File: src/rtl/mem_stage.sv
// mem_stage: memory stage of the scalar MIPS pipeline.
// Issues loads and stores on a req/ack data-memory port. It freezes the
// front end while an access is outstanding, and it aborts an access that
// has waited TIMEOUT cycles without an acknowledge.
// It also drives the MEM/WB pipeline register and the MEM forwarding taps.
// Optional build macro: MEM_ALIGN_CHECK_EN. When it is defined, accesses
// to addresses that are not word aligned are never issued and abort at once.
//
// state   | meaning
// --------+--------------------------------------------------------------
// ST_IDLE | no access outstanding; a new access is issued combinationally
// ST_WAIT | request held, EX/MEM frozen, counting cycles toward timeout
module mem_stage #(
  parameter int TIMEOUT = 16,
  parameter int CNT_W   = 5
) (
  input  logic        CLK,
  input  logic        RESET,
  input  logic [31:0] aluResult1_PR,
  input  logic [31:0] readDataB1_PR,
  input  logic [4:0]  writeRegister1_PR,
  input  logic        MemRead1_PR,
  input  logic        MemWrite1_PR,
  input  logic        MemtoReg1_PR,
  input  logic        do_writeback1_PR,
  output logic        mem_req,
  output logic        mem_we,
  output logic [31:0] mem_addr,
  output logic [31:0] mem_wdata,
  input  logic [31:0] mem_rdata,
  input  logic        mem_ack,
  output logic        FREEZE,
  output logic        mem_err,
  output logic [31:0] Data1_MEM,
  output logic [4:0]  writeRegister1_MEM,
  output logic        do_writeback1_MEM,
  output logic [31:0] Data1_WB,
  output logic [4:0]  writeRegister1_WB,
  output logic        do_writeback1_WB
);

  typedef enum logic {ST_IDLE, ST_WAIT} state_t;

  state_t             state, state_nxt;
  logic [CNT_W-1:0]   cnt, cnt_nxt;
  logic               access;
  logic               misalign;
  logic               req_int;
  logic               abort;
  logic               done;
  logic               freeze_int;

  assign access = MemRead1_PR | MemWrite1_PR;

`ifdef MEM_ALIGN_CHECK_EN
  assign misalign = access & (aluResult1_PR[1:0] != 2'b00);
`else
  assign misalign = 1'b0;
`endif

  // Store wins when both load and store are flagged. The address is always word aligned.
  assign mem_we    = MemWrite1_PR;
  assign mem_addr  = {aluResult1_PR[31:2], 2'b00};
  assign mem_wdata = readDataB1_PR;

  // Forwarding taps. A load result is not ready yet, so a load is not forwarded.
  assign Data1_MEM          = aluResult1_PR;
  assign writeRegister1_MEM = writeRegister1_PR;
  assign do_writeback1_MEM  = do_writeback1_PR & ~MemRead1_PR;

  // State and wait-counter register.
  always_ff @(posedge CLK or negedge RESET) begin
    if (!RESET) begin
      state <= ST_IDLE;
      cnt   <= '0;
    end else begin
      state <= state_nxt;
      cnt   <= cnt_nxt;
    end
  end

  // Next-state logic, request and completion decode.
  always_comb begin
    state_nxt = state;
    cnt_nxt   = cnt;
    req_int   = 1'b0;
    abort     = 1'b0;
    done      = 1'b0;
    case (state)
      ST_IDLE: begin
        if (access) begin
          if (misalign) begin
            abort = 1'b1;
            done  = 1'b1;
          end else begin
            req_int = 1'b1;
            if (mem_ack) begin
              done = 1'b1;
            end else begin
              state_nxt = ST_WAIT;
              cnt_nxt   = CNT_W'(1);
            end
          end
        end
      end
      ST_WAIT: begin
        req_int = 1'b1;
        if (mem_ack) begin
          done      = 1'b1;
          state_nxt = ST_IDLE;
          cnt_nxt   = '0;
        end else if (cnt == CNT_W'(TIMEOUT - 1)) begin
          abort     = 1'b1;
          done      = 1'b1;
          state_nxt = ST_IDLE;
          cnt_nxt   = '0;
        end else begin
          cnt_nxt = cnt + CNT_W'(1);
        end
      end
      default: begin
        state_nxt = ST_IDLE;
        cnt_nxt   = '0;
      end
    endcase
  end

  // The combinational outputs are gated by reset. This keeps them quiet while
  // reset is asserted, even if EX/MEM still presents an access.
  assign freeze_int = access & ~done;
  assign FREEZE     = RESET & freeze_int;
  assign mem_req    = RESET & req_int;
  assign mem_err    = RESET & abort;

  // MEM/WB register. A frozen cycle inserts a bubble and holds the data and destination.
  always_ff @(posedge CLK or negedge RESET) begin
    if (!RESET) begin
      Data1_WB          <= '0;
      writeRegister1_WB <= '0;
      do_writeback1_WB  <= 1'b0;
    end else if (freeze_int) begin
      do_writeback1_WB  <= 1'b0;
    end else begin
      Data1_WB          <= MemtoReg1_PR ? (abort ? 32'h0 : mem_rdata) : aluResult1_PR;
      writeRegister1_WB <= writeRegister1_PR;
      do_writeback1_WB  <= do_writeback1_PR;
    end
  end

endmodule

File: config.mk
export PLATFORM = sky130hd
export DESIGN_NAME = mem_stage
export DESIGN_NICKNAME = d
export VERILOG_FILES = /design/src/rtl/mem_stage.sv
export SDC_FILE = /design/constraint.sdc
export NUM_CORES = 1
export LEC_CHECK = 0
export CORE_UTILIZATION = 35
export DETAILED_ROUTE_END_ITERATION = 10
export DONT_BUFFER_PORTS = 1
export RECOVER_POWER = 100
export SYNTH_ARGS = -nofsm -noshare
export SYNTH_HDL_FRONTEND = slang
export SYNTH_SLANG_ARGS = --single-unit
File: constraint.sdc
create_clock -name CLK -period 1.85 [get_ports CLK]
set_clock_uncertainty 0.05 [all_clocks]
set_input_delay 0.37 -clock CLK [delete_from_list [all_inputs] [get_ports CLK]]
set_output_delay 0.37 -clock CLK [all_outputs]
set_load 0.05 [all_outputs]
; Yosys cells after proc, flatten, opt, wreduce, memory -nomap -nowiden
; Cells that the tools add are included.
[totals]
register_bits = 44
inputBits = 108
out_inout_bits = 144
elab_cells = 41
[op_classes]
n_addsub = 1
n_eq_ne = 3
mux = 22
n_bitwise = 9
reduce_logical = 1
[op_table]
columns = op, count
row1 = 32-bit two-way mux, 2
row2 = 5-bit two-way mux, 4
row3 = 1-bit two-way mux, 11
row4 = 5-bit one-hot mux with 2 select lines, 1
row5 = 1-bit one-hot mux with 2 select lines, 4
row6 = "5-bit by 1-bit adder with 5-bit output, second input constant", 1
row7 = 1-bit bitwise AND, 5
row8 = "5-bit by 4-bit == test with 1-bit output, second input constant", 1
row9 = "2-bit inequality test, second input constant", 2
row10 = 1-bit NOT, 3
row11 = 2-bit AND reduction, 1
row12 = 1-bit OR, 1

; Logic depth before layout (Yosys ltp)
[depth]
depth_word = 7
ltp_mapped = 6

; Worst setup path before layout
; OpenSTA, ideal clock, no wires.
[synth_timing]
path_type = register to output
startpoint = register cnt[0]
endpoint = output port FREEZE
t_arrival_ps = 1736
setup_slack_ps = -306
stages_incl_launch_ff = 7
path_buffers = 2
path_cell_list = dfrtp_1 ha_1 and4b_1 a21oi_2 buf_6 buf_6 and2_1
[synth_via]
elab_chain_len = 7
[synth_rtl]
columns = element, line
row1 = from (decl), 45  ; logic [CNT_W-1:0] cnt, cnt_nxt;
row2 = from (signal assigned), 78  ; cnt <= cnt_nxt;
row3 = 5-bit by 4-bit == test with 1-bit output, 112  ; end else if (cnt == CNT_W'(TIMEOUT - 1)) begin
row4 = 1-bit two-way mux, 112
row5 = 1-bit two-way mux, 108  ; if (mem_ack) begin
row6 = 1-bit one-hot mux with 2 select lines, 89  ; case (state)
row7 = 1-bit NOT, 130  ; assign freeze_int = access & ~done;
row8 = 1-bit bitwise AND, 130
row9 = 1-bit bitwise AND, 131  ; assign FREEZE = RESET & freeze_int;
row10 = to (decl), 32  ; output logic FREEZE,
; No other way between the ends.

; Final worst setup path
[layout_timing]
startpoint = register cnt[0]
endpoint = output port mem_err
[layout_via]
elab_chain_len = 5
[layout_rtl]
columns = element, line
row1 = 5-bit by 4-bit == test with 1-bit output, 112
row2 = 1-bit two-way mux, 112
row3 = 1-bit two-way mux, 108
row4 = 1-bit one-hot mux with 2 select lines, 89
row5 = 1-bit bitwise AND, 133  ; assign mem_err = RESET & abort;
row6 = to (decl), 33  ; output logic mem_err,
; No other way between the ends.

==> flow_results.xml <==
<?xml version="1.0" encoding="UTF-8"?>
<metrics>
  <group name="status">
    <metric name="status" unit="">finished, violations left</metric>
    <metric name="violations" unit="">setup timing</metric>
  </group>
  <group name="clock_network">
    <metric name="cts_htree_levels" unit="">2</metric>
    <metric name="tritoncts" unit="">yes</metric>
    <metric name="cts.clk_slew.worst_paths" unit="ns">0.09</metric>
    <metric name="clock-sinks" unit="">44</metric>
    <metric name="cts_buffers" unit="">5</metric>
    <metric name="clk-insertion-delay-late" unit="ns">0.29</metric>
    <metric name="clock_tree.buffer_depth" unit="">2</metric>
    <metric name="ctsRootBufferMaster" unit="">sky130_fd_sc_hd__clkbuf_8</metric>
  </group>
  <group name="power">
    <metric name="p_sw_share" unit="%">37.45</metric>
    <metric name="p_int" unit="µW">1630</metric>
    <metric name="seqPwrFrac" unit="%">58.4</metric>
    <metric name="pwr-share-clk" unit="%">24.6</metric>
    <metric name="post-layout-total-power" unit="µW">2606</metric>
    <metric name="pwr_density_cell" unit="mW/mm²">934.5</metric>
    <metric name="power_switching" unit="µW">976.1</metric>
    <metric name="combinational_cell_fraction_of_total_power" unit="%">17.0</metric>
    <metric name="vdd_ir_drop_max" unit="mV">0.3297</metric>
    <metric name="leakagePower" unit="µW">0.001204</metric>
  </group>
  <group name="sta">
    <metric name="setup_violations" unit="">2</metric>
    <metric name="post-route-min-period" unit="ns">1.967</metric>
    <metric name="timing.final.max_slew_violations" unit="">0</metric>
    <metric name="worst_slew_pin_slew" unit="ns">1.159</metric>
    <metric name="portion_of_the_clock_cycle_consumed_by_the_worst_path_in_the_final_layout" unit="%">106.3</metric>
    <metric name="clock.fmax" unit="MHz">508.4</metric>
    <metric name="fin_ws" unit="ns">-0.1169</metric>
    <metric name="final_hold_viol_count" unit="">0</metric>
    <metric name="rsz0062_at_grt" unit="">yes</metric>
    <metric name="worst_slew_margin_rel" unit="%">22.76</metric>
  </group>
  <group name="synth">
    <metric name="yosys-mux-area-fraction" unit="%">24.31</metric>
    <metric name="largest_family_of_logic_cells_by_synthesized_area" unit="">buffers and inverters</metric>
    <metric name="async_flop_share" unit="%">100.0</metric>
    <metric name="synth_sequential_area_ratio" unit="%">34.89</metric>
    <metric name="syn_area" unit="mm²">0.003156</metric>
    <metric name="ys_top_cells_by_count" unit="">sky130_fd_sc_hd__buf_4, sky130_fd_sc_hd__dfrtp_1, sky130_fd_sc_hd__a31oi_1, sky130_fd_sc_hd__mux2i_1, sky130_fd_sc_hd__mux2_2</metric>
    <metric name="netlist.top_cell.by_area" unit="">sky130_fd_sc_hd__dfrtp_1</metric>
    <metric name="synth-compound-area-share" unit="%">9.040</metric>
    <metric name="simple_gate_share_of_the_synthesized_area" unit="%">2.458</metric>
    <metric name="synth_top_area_share" unit="%">34.89</metric>
    <metric name="yosysMostFrequentCell" unit="">sky130_fd_sc_hd__buf_4</metric>
    <metric name="synth_enable_flop_cells" unit="">0</metric>
    <metric name="synth.avg_cell_area" unit="µm²">10.62</metric>
    <metric name="number_of_register_bits_inferred_by_synthesis" unit="">44</metric>
    <metric name="yosysWarnings" unit="">0</metric>
    <metric name="post_synth_xor_area_fraction" unit="%">0.5551</metric>
    <metric name="synth_fa_ha_area_share" unit="%">0.3965</metric>
    <metric name="post_synth_main_area_contributors" unit="">sky130_fd_sc_hd__dfrtp_1, sky130_fd_sc_hd__buf_4, sky130_fd_sc_hd__mux2_2</metric>
    <metric name="netlist_instances" unit="">297</metric>
    <metric name="postSynth.topFlopCell" unit="">sky130_fd_sc_hd__dfrtp_1</metric>
    <metric name="yosysUniqueCellTypes" unit="">33</metric>
  </group>
  <group name="place">
    <metric name="numPlacedInstances" unit="">297</metric>
    <metric name="place_ws" unit="ns">0.01633</metric>
    <metric name="gpl.final_weighted_congestion" unit="">0.6681</metric>
    <metric name="place_hpwl" unit="mm">4.265</metric>
    <metric name="port_buffers" unit="">0</metric>
  </group>
  <group name="floorplan">
    <metric name="initial_core_util" unit="%">36.18</metric>
    <metric name="dieWidth" unit="µm">96.95</metric>
    <metric name="core_area" unit="mm²">0.008721</metric>
    <metric name="dieArea" unit="mm²">0.009399</metric>
    <metric name="floorplan.rows" unit="">34</metric>
    <metric name="num_io_pins" unit="">252</metric>
    <metric name="dieHeight" unit="µm">96.95</metric>
  </group>
  <group name="grt">
    <metric name="grt.overflow.total" unit="">0</metric>
    <metric name="globalRoute.busiestLayer" unit="">met2</metric>
    <metric name="via_count_of_the_first_global_routing_pass" unit="">1839</metric>
    <metric name="met2_track_demand_over_resource_in_global_routing" unit="%">21.18</metric>
    <metric name="globalRouteMet3Util" unit="%">6.214</metric>
    <metric name="grt_max_degree" unit="">65</metric>
    <metric name="grt_usage" unit="%">13.37</metric>
    <metric name="initial_antenna_violation_count" unit="">0</metric>
    <metric name="grt.met1_usage" unit="%">16.15</metric>
    <metric name="grt_pass1_wl" unit="mm">9.929</metric>
  </group>
  <group name="layout">
    <metric name="finalNonFillerCells" unit="">315</metric>
    <metric name="fin_nets" unit="">315</metric>
    <metric name="layout_cell_share_with_drive_strength_beyond_1" unit="%">34.30</metric>
    <metric name="antenna-diode-count" unit="">0</metric>
    <metric name="syn2layout_area_growth" unit="%">-11.62</metric>
  </group>
  <group name="worst_hold_path">
    <metric name="min_to" unit="">do_writeback1_WB</metric>
    <metric name="min_path_cells" unit="">1</metric>
    <metric name="hold_path_class" unit="">in -&gt; reg</metric>
    <metric name="hp-start" unit="">do_writeback1_PR</metric>
  </group>
  <group name="drt">
    <metric name="ant_nets" unit="">0</metric>
    <metric name="drt-wirelength-per-cell" unit="µm">20.93</metric>
    <metric name="detailroute.via_count" unit="">1760</metric>
    <metric name="drt_iter0_markers" unit="">31</metric>
    <metric name="dr.pass1.iters" unit="">4</metric>
    <metric name="routed_wl" unit="mm">6.592</metric>
    <metric name="drc_errors" unit="">0</metric>
    <metric name="vias_per_cell" unit="">5.587</metric>
  </group>
  <group name="worst_setup_path">
    <metric name="startpoint_type" unit="">register</metric>
    <metric name="r2r_slack" unit="ns">0.03</metric>
    <metric name="cp_data_arrival_time" unit="ns">1.55</metric>
    <metric name="regToRegEndpoint" unit="">Data1_WB[13]</metric>
    <metric name="worst_setup_path_end_kind" unit="">primary output</metric>
    <metric name="worst_r2r_startpoint" unit="">cnt[0]</metric>
    <metric name="critPathMaxFanout" unit="">3</metric>
    <metric name="criticalPathCategory" unit="">reg -&gt; out</metric>
    <metric name="worst_r2r_path_depth" unit="">6</metric>
    <metric name="required_time_at_the_endpoint_of_the_critical_path" unit="ns">1.43</metric>
  </group>
  <group name="run">
    <metric name="maxCapViolCount" unit="">0</metric>
  </group>
</metrics>
placed cells by master, fill, tap and decap left out, types with 2 or more instances in the layout:
| master | n |
|---|---|
| sky130_fd_sc_hd__a21oi_1 | 2 |
| sky130_fd_sc_hd__a31oi_1 | 32 |
| sky130_fd_sc_hd__buf_12 | 4 |
| sky130_fd_sc_hd__buf_4 | 10 |
| sky130_fd_sc_hd__buf_6 | 4 |
| sky130_fd_sc_hd__clkbuf_1 | 2 |
| sky130_fd_sc_hd__clkbuf_16 | 2 |
| sky130_fd_sc_hd__clkbuf_8 | 6 |
| sky130_fd_sc_hd__conb_1 | 2 |
| sky130_fd_sc_hd__dfrtp_1 | 44 |
| sky130_fd_sc_hd__mux2_2 | 29 |
| sky130_fd_sc_hd__mux2_4 | 8 |
| sky130_fd_sc_hd__mux2i_1 | 32 |
| sky130_fd_sc_hd__nand2_1 | 3 |
| sky130_fd_sc_hd__nand3_1 | 2 |
| sky130_fd_sc_hd__nor2_1 | 2 |
| sky130_fd_sc_hd__nor2b_1 | 2 |
per-stage QoR:
| stage | instance area (µm²) | TNS, ns | hold WS [ns] | utilization, % |
|---|---|---|---|---|
| after CTS | 2754 | -0.2381 | 0.1449 | 31.58 |
| after detailed placement | 2567 | 0 | 0.02528 | 29.44 |
| after floorplan | 3163 | -0.1097 | 0.02441 | - |
| after global routing | 2789 | -0.8449 | 0.1469 | 31.98 |
| final | 2789 | -0.2313 | 0.1656 | 31.98 |
| after global placement | 2567 | 0 | 0.02526 | 29.44 |
how the worst max path moves through the flow:
| stage | from | depth (start not counted) | endpoint | slack, ns |
|---|---|---|---|---|
| 2_1_floorplan | cnt[0] | 6 | FREEZE | -0.11 |
| 3_3_place_gp | cnt[0] | 5 | writeRegister1_WB[0] | 0.08 |
| 3_5_place_dp | cnt[0] | 5 | Data1_WB[11] | 0.02 |
| 4_1_cts | cnt[1] | 5 | mem_err | -0.13 |
| 5_1_grt | cnt[1] | 5 | mem_err | -0.20 |
| 6_report | cnt[0] | 5 | mem_err | -0.12 |
state kept, by name, indices dropped and copies added (netlist names):
name / count
do_writeback1_WB: 1
writeRegister1_WB: 5
Data1_WB: 32
state: 1
cnt: 5
layer usage:
metal,routed length (µm),vias to the layer above
li1,-,750
met1,2665,871
met2,3189,127
met3,676,12
met4,61,0
met5,0,-
cell families (layout without fill, tap and decap cells):
kind of cell,count (synthesis),count (layout)
AO/OA/AOI/OAI,43,43
XOR/XNOR,2,2
adder cells (fa/ha/maj),1,1
buffers and inverters,123,32
flip-flops,44,44
multiplexers,69,69
other,1,2
AND/OR/NAND/NOR,14,14
power by group through the flow:
stage	Sequential [µW]	Combinational (µW)	Clock [µW]
after global routing	1540	487	728
after CTS	1530	438	692
after detailed placement	1550	383	0
after floorplan	1520	910	0
final	1520	442	641
after global placement	1540	370	0
what timing repair did:
item,in CTS,in global routing
hold buffers,2,0
setup buffers,6,0
hold endpoints to repair,44,0
gates resized for setup,3,3
gates cloned,0,2
setup endpoints to repair,6,39
pin swaps,4,1
critical path: stages, from the launching register on:
cell                      delay (ns)
sky130_fd_sc_hd__dfrtp_1        0.37
sky130_fd_sc_hd__ha_2           0.18
sky130_fd_sc_hd__and4b_2        0.28
sky130_fd_sc_hd__buf_6          0.12
sky130_fd_sc_hd__and3_4         0.18
sky130_fd_sc_hd__buf_12         0.13
cell type report:
class	count	area, µm²
multi-input combinational	131	1186
tap	108	135.1
clock buffer	7	86.33
sequential	44	1101
clock inverter	1	7.507
fill	885	5932
timing repair buffer	23	269.0
inverter	1	3.754
(Power assumes the default switching activity.)
